**src/rtl/uart_pkg.sv**
```systemverilog
// rtl/uart_pkg.sv - shared UART types and constants for the RX/TX paths
package uart_pkg;

  typedef enum logic [1:0] {
    ST_IDLE = 2'd0,
    ST_DATA = 2'd1,
    ST_STOP = 2'd2
  } rx_state_t;

  localparam int OSR_DEFAULT       = 16;
  localparam int DATA_BITS_MIN     = 5;
  localparam int DATA_BITS_MAX     = 9;
  localparam int DATA_BITS_DEFAULT = 8;

  // Width of a counter that must hold 0..n-1, never narrower than one bit.
  function automatic int idx_width(input int n);
    return (n > 1) ? $clog2(n) : 1;
  endfunction

endpackage

```
**src/rtl/uart_rx_frame_if.sv**
```systemverilog
// rtl/uart_rx_frame_if.sv - received-byte valid/ready channel with error flags
interface uart_rx_frame_if #(
  parameter int DATA_BITS = 8
);
  logic [DATA_BITS-1:0] o_data;
  logic                 o_valid;
  logic                 i_ready;
  logic                 o_frame_err;
  logic                 o_overrun;

  modport master (
    output o_data,
    output o_valid,
    output o_frame_err,
    output o_overrun,
    input  i_ready
  );

  modport slave (
    input  o_data,
    input  o_valid,
    input  o_frame_err,
    input  o_overrun,
    output i_ready
  );
endinterface

```
**src/rtl/uart_bit_timer.sv**
```systemverilog
// rtl/uart_bit_timer.sv - OSR-tick down-counter with load and zero strobe
module uart_bit_timer
  import uart_pkg::*;
#(
  parameter int OSR = OSR_DEFAULT
) (
  input  logic clk,
  input  logic rst_n,
  input  logic load,
  input  logic en,
  output logic zero
);

  localparam int            W      = idx_width(OSR);
  localparam logic [W-1:0]  RELOAD = W'(OSR - 1);

  logic [W-1:0] cnt;

  always_ff @(posedge clk or negedge rst_n) begin
    if (!rst_n) begin
      cnt <= '0;
    end else if (load) begin
      cnt <= RELOAD;
    end else if (en) begin
      cnt <= (cnt == '0) ? RELOAD : cnt - 1'b1;
    end
  end

  // Load wins over a coincident enable, so a fresh start never strobes.
  assign zero = en && !load && (cnt == '0);

endmodule

```
**src/rtl/uart_rx_frame.sv**
```systemverilog
// rtl/uart_rx_frame.sv - UART RX deserialiser: samples data/stop bits, delivers byte on valid/ready
module uart_rx_frame
  import uart_pkg::*;
#(
  parameter int OSR       = OSR_DEFAULT,
  parameter int DATA_BITS = DATA_BITS_DEFAULT
) (
  input  logic             i_clk,
  input  logic             i_rst,
  input  logic             i_en,
  input  logic             i_rx,
  input  logic             i_found,
  output logic             o_busy,
  uart_rx_frame_if.master  rx_out
);

  localparam int             BW       = idx_width(DATA_BITS);
  localparam logic [BW-1:0]  LAST_BIT = BW'(DATA_BITS - 1);

  rx_state_t            state;
  logic [BW-1:0]        bit_idx;
  logic [DATA_BITS-1:0] shreg;
  logic                 start;
  logic                 timer_en;
  logic                 tick;

  assign start    = (state == ST_IDLE) && i_found;
  assign timer_en = i_en && (state != ST_IDLE);
  assign o_busy   = (state != ST_IDLE);

  uart_bit_timer #(
    .OSR (OSR)
  ) u_timer (
    .clk   (i_clk),
    .rst_n (i_rst),
    .load  (start),
    .en    (timer_en),
    .zero  (tick)
  );

  always_ff @(posedge i_clk or negedge i_rst) begin
    if (!i_rst) begin
      state              <= ST_IDLE;
      bit_idx            <= '0;
      shreg              <= '0;
      rx_out.o_data      <= '0;
      rx_out.o_valid     <= 1'b0;
      rx_out.o_frame_err <= 1'b0;
      rx_out.o_overrun   <= 1'b0;
    end else begin
      rx_out.o_overrun <= 1'b0;
      if (rx_out.o_valid && rx_out.i_ready) begin
        rx_out.o_valid <= 1'b0;
      end

      case (state)
        ST_IDLE: begin
          if (i_found) begin
            state   <= ST_DATA;
            bit_idx <= '0;
          end
        end

        ST_DATA: begin
          if (tick) begin
            // Shift in from the top so the first bit on the wire lands in bit 0.
            shreg <= {i_rx, shreg[DATA_BITS-1:1]};
            if (bit_idx == LAST_BIT) begin
              state   <= ST_STOP;
              bit_idx <= '0;
            end else begin
              bit_idx <= bit_idx + 1'b1;
            end
          end
        end

        ST_STOP: begin
          if (tick) begin
            state <= ST_IDLE;
            if (!rx_out.o_valid || rx_out.i_ready) begin
              rx_out.o_data      <= shreg;
              rx_out.o_frame_err <= ~i_rx;
              rx_out.o_valid     <= 1'b1;
            end else begin
              rx_out.o_overrun   <= 1'b1;
            end
          end
        end

        default: begin
          state <= ST_IDLE;
        end
      endcase
    end
  end

endmodule

```
**src/flat_wrapper.sv**
```systemverilog
// flat-port wrapper written by rule: the top's interface ports become plain ports
module uart_rx_frame_flat import uart_pkg::*;
#(
  parameter int OSR       = OSR_DEFAULT,
  parameter int DATA_BITS = DATA_BITS_DEFAULT
)
  (i_clk, i_rst, i_en, i_rx, i_found, o_busy, rx_out_o_data, rx_out_o_valid, rx_out_o_frame_err, rx_out_o_overrun, rx_out_i_ready);
  uart_rx_frame_if #(.DATA_BITS(DATA_BITS)) rx_out_i ();
  input  logic i_clk;
  input  logic i_rst;
  input  logic i_en;
  input  logic i_rx;
  input  logic i_found;
  output logic o_busy;
  output wire logic [$bits(rx_out_i.o_data)-1:0] rx_out_o_data;
  output wire logic [$bits(rx_out_i.o_valid)-1:0] rx_out_o_valid;
  output wire logic [$bits(rx_out_i.o_frame_err)-1:0] rx_out_o_frame_err;
  output wire logic [$bits(rx_out_i.o_overrun)-1:0] rx_out_o_overrun;
  input wire logic [$bits(rx_out_i.i_ready)-1:0] rx_out_i_ready;
  assign rx_out_o_data = rx_out_i.o_data;
  assign rx_out_o_valid = rx_out_i.o_valid;
  assign rx_out_o_frame_err = rx_out_i.o_frame_err;
  assign rx_out_o_overrun = rx_out_i.o_overrun;
  assign rx_out_i.i_ready = rx_out_i_ready;
  uart_rx_frame #(.OSR(OSR), .DATA_BITS(DATA_BITS)) u_core (.i_clk(i_clk), .i_rst(i_rst), .i_en(i_en), .i_rx(i_rx), .i_found(i_found), .o_busy(o_busy), .rx_out(rx_out_i));
endmodule
```
**config.mk**
```make
export PLATFORM = sky130hd
export DESIGN_NAME = uart_rx_frame_flat
export DESIGN_NICKNAME = d
export VERILOG_FILES = /design/src/rtl/uart_pkg.sv /design/src/rtl/uart_rx_frame_if.sv /design/src/rtl/uart_bit_timer.sv /design/src/rtl/uart_rx_frame.sv /design/src/flat_wrapper.sv
export SDC_FILE = /design/constraint.sdc
export NUM_CORES = 1
export LEC_CHECK = 0
export ABC_AREA = 0
export CAP_MARGIN = 20
export CORE_MARGIN = 5
export CORE_UTILIZATION = 40
export CTS_CLUSTER_DIAMETER = 150
export DETAILED_ROUTE_END_ITERATION = 16
export GPL_TIMING_DRIVEN = 0
export SYNTH_ARGS = -nofsm -noshare
export SYNTH_HDL_FRONTEND = slang
export SYNTH_SLANG_ARGS = --single-unit
```
**constraint.sdc**
```tcl
create_clock -name i_clk -period 1.5 [get_ports i_clk]
set_input_delay 0.225 -clock i_clk [delete_from_list [all_inputs] [get_ports i_clk]]
set_output_delay 0.225 -clock i_clk [all_outputs]
set_load 0.005 [all_outputs]
```
==> flow_summary_export.csv <==
group,metric,value,unit
status,status,"finished with violations",
status,violations,"setup timing",
sta,holdWs,344,ps
sta,setup_viol,18,
placement,gp_congestion,0.763,
pwr,p_per_area,1030,mW/mm^2
cts,cts_buffers,3,
detailed_routing,wl_per_cell,15.3,um
pwr,seqPwrFrac,0.549,
detailed_routing,drc,0,
synthesis,syn_area_per_cell,13.0,um^2
global_routing,overflow,0,
die,start_util,0.406,
sta,rsz0062_at_grt,"true",
global_routing,grt_util_all_layers,0.132,
critical_path,cp_top_family,"simple AND/OR/NAND/NOR gates",
cts,clkLatencyLatePin,320,ps
detailed_routing,drtIter0Drc,40,
synthesis,synth_fp_nets,102,
sta,setup_tns,-1180,ps
synthesis,ys_ff_latch,28,
die,io_pins,18,
pwr,clkPwrFrac,0.214,
sta,period_needed,1600,ps
pwr,vdd_drop_max,0.000600,V
synthesis,synth_cell_types,30,
critical_path,cp_data_arrival_time,1830,ps
critical_path,cp_num_buf_inv,2,
detailed_routing,ant_nets,0,
sta,period_share,1.07,
sta,finalHoldViolations,0,
die,dieArea,0.00422,mm^2
critical_path,cp.depth,6,
global_routing,grt_pass1_wl,4260,um
pwr,swShare,0.274,
global_routing,first_global_vias,939,
sta,slew_violations,0,
finish,final_nets,139,
cts,clkTransAtPathRegs,150,ps
sta,tightest_slew,798,ps
critical_path,critPathLaunchType,"flop",
pwr,intPower,1.23,mW
flow_run,drv_cap,0,
detailed_routing,vias,840,
die,die_y,65.0,um
synthesis,synth_edf_count,0,
cts,root_buffer,"clkbuf_4",
finish,final_cells,162,
sta,slew_headroom,0.466,
pwr,static-leakage-power,0.762,nW
pwr,p_total,1.70,mW
finish,diodes,0,
synthesis,ys_seq_area_frac,0.579,
finish,fillers,274,
cts,cts_tree,"yes",
die,placementRows,20,
synthesis,ys_async_sr_fraction,1.00,
critical_path,max_stage_delay,390,ps
placement,place.port_buffers,17,
critical_path,crit_slowest_cell,"dfrtp_1",
critical_path,worstPathRequired,1720,ps
detailed_routing,drtPass1Iterations,3,
placement,place_inst,144,
global_routing,grt_max_degree,18,
synthesis,synth_area,0.00121,mm^2
cts,clock_sinks,28,
placement,post-place-ws,-332,ps
cts,cts_htree_levels,1,
pwr,pwr-share-comb,0.237,
synthesis,synth_flop_cell,"dfrtp_1",
sta,fmax,624,MHz
hold_path,hold_class,"primary input to asynchronous set/reset pin",
critical_path,crit_type,"flop to flop",
sta,fin_skew,1.31,ps
detailed_routing,routed_wl,2480,um
detailed_routing,viasPerCell,5.19,
synthesis,synth_cells,93,
finish,layout-drive-gt1-share,0.372,
pwr,power_switching,466,uW
critical_path,cp_max_fo,5,
cts,cts.path.max_buffers,2,
critical_path,rr_worst_depth,6,
critical_path,crit_path_end_kind,"flop",
finish,stdcell_area,0.00166,mm^2
die,core,0.00298,mm^2
critical_path,worstPathCellList,"inv_2, ha_4, and4bb_2, nand3b_1, buf_6, mux2_2",
placement,dp_hpwl,1570,um
placement,dpl_cell_area,0.00144,mm^2
synthesis,yosys_warnings,0,
sta,worst_slack,-102,ps
die,dieWidth,65.0,um
finish,synthToLayoutAreaGrowth,36.8,%
global_routing,antenna_found_initial,0,
finish,final_core_util,0.556,
## routing by layer
metal,wire length (um),part of all wire,track usage,up-vias
li1,-,-,-,408
met1,1050,0.42,0.154,418
met2,1330,0.54,0.236,12
met3,82,0.033,0.0329,2
met4,20,0.0081,0.0396,0
met5,0,0,0,-
## final timing paths
| kind | start | to | slack (ps) |
|---|---|---|---|
| hold reg to reg | u_core.rx_out.o_data[4] | u_core.rx_out.o_data[4] | 520 |
| min in group i_clk | i_rx | u_core.rx_out.o_frame_err | 460 |
| setup / recovery | u_core.u_timer.cnt[1] | u_core.shreg[5] | -100 |
| max in group asynchronous | i_rst | u_core.shreg[3] | 610 |
| hold / removal | i_rst | u_core.u_timer.cnt[0] | 340 |
| setup reg to reg | u_core.u_timer.cnt[1] | u_core.shreg[5] | -100 |
## synthesized netlist by cell type (2+ instances only)
library cell | count | area [um^2]
dfrtp_1 | 28 | 701
ha_1 | 3 | 37.5
inv_1 | 6 | 22.5
mux2_2 | 16 | 180
nand2_1 | 7 | 26.3
nand2b_1 | 2 | 12.5
nand3_1 | 2 | 10.0
nand3b_1 | 2 | 15.0
nor2_1 | 2 | 7.51
o21ai_0 | 4 | 20.0
o221ai_1 | 2 | 17.5
## worst register-to-register path: stages, from the launching register on
cell and delay [ps]:
dfrtp_1 390, inv_2 60, ha_4 160, and4bb_2 230
nand3b_1 170, buf_6 150, mux2_2 340
## sequential cells by signal, summed over array words and instances, names as in the netlist
name	count
u_core.rx_out.o_overrun	1
u_core.shreg	8
u_core.state	2
u_core.rx_out.o_valid	1
u_core.bit_idx	3
u_core.rx_out.o_data	8
u_core.rx_out.o_frame_err	1
u_core.u_timer.cnt	4
## power groups by stage
stage          combinational [mW]  sequential (mW)  clock (mW)
3_3_place_gp                0.245            0.935           0
5_1_grt                     0.469            0.947       0.418
6_report                    0.403            0.934       0.364
3_5_place_dp                0.263            0.942           0
2_1_floorplan               0.193            0.919           0
4_1_cts                     0.363            0.927       0.378
## cell type report
class / instances / area (um^2) / share of cell area
tap: 33 / 41.3 / 0.0249
timing repair buffer: 31 / 285 / 0.172
multi-input combinational: 57 / 532 / 0.321
clock buffer: 4 / 36.3 / 0.0219
inverter: 6 / 22.5 / 0.0136
sequential: 28 / 701 / 0.423
buffer: 3 / 37.5 / 0.0227
## cells by family after synthesis
kind of cell               synth area share
and+or+nand+nor                       0.101
buffers and inverters                0.0372
adders and majority gates            0.0310
AOI/OAI and AO/OA                    0.0941
DFF                                   0.579
muxes                                 0.157
## timing repair
item | CTS | global route
endpoints found under the setup margin | 20 | 22
cloned | 2 | 0
pin swaps | 3 | 4
hold buffers | 0 | 0
resized for setup | 16 | 5
setup buffers | 9 | 3
## cell usage in the layout (no fill, tap or decap), types with 2 or more instances in the layout
cell	netlist	routed
nand2_1	7	7
buf_8	0	2
buf_6	1	4
nand3_4	1	2
clkdlybuf4s50_1	0	16
buf_4	1	11
inv_1	6	4
inv_2	0	2
ha_1	3	2
mux2_2	16	15
nand3b_1	2	2
nand3_1	2	2
clkbuf_4	0	3
o21ai_0	4	4
dfrtp_1	28	28
nand2b_1	2	2
Power figures use the tool's default switching activity.
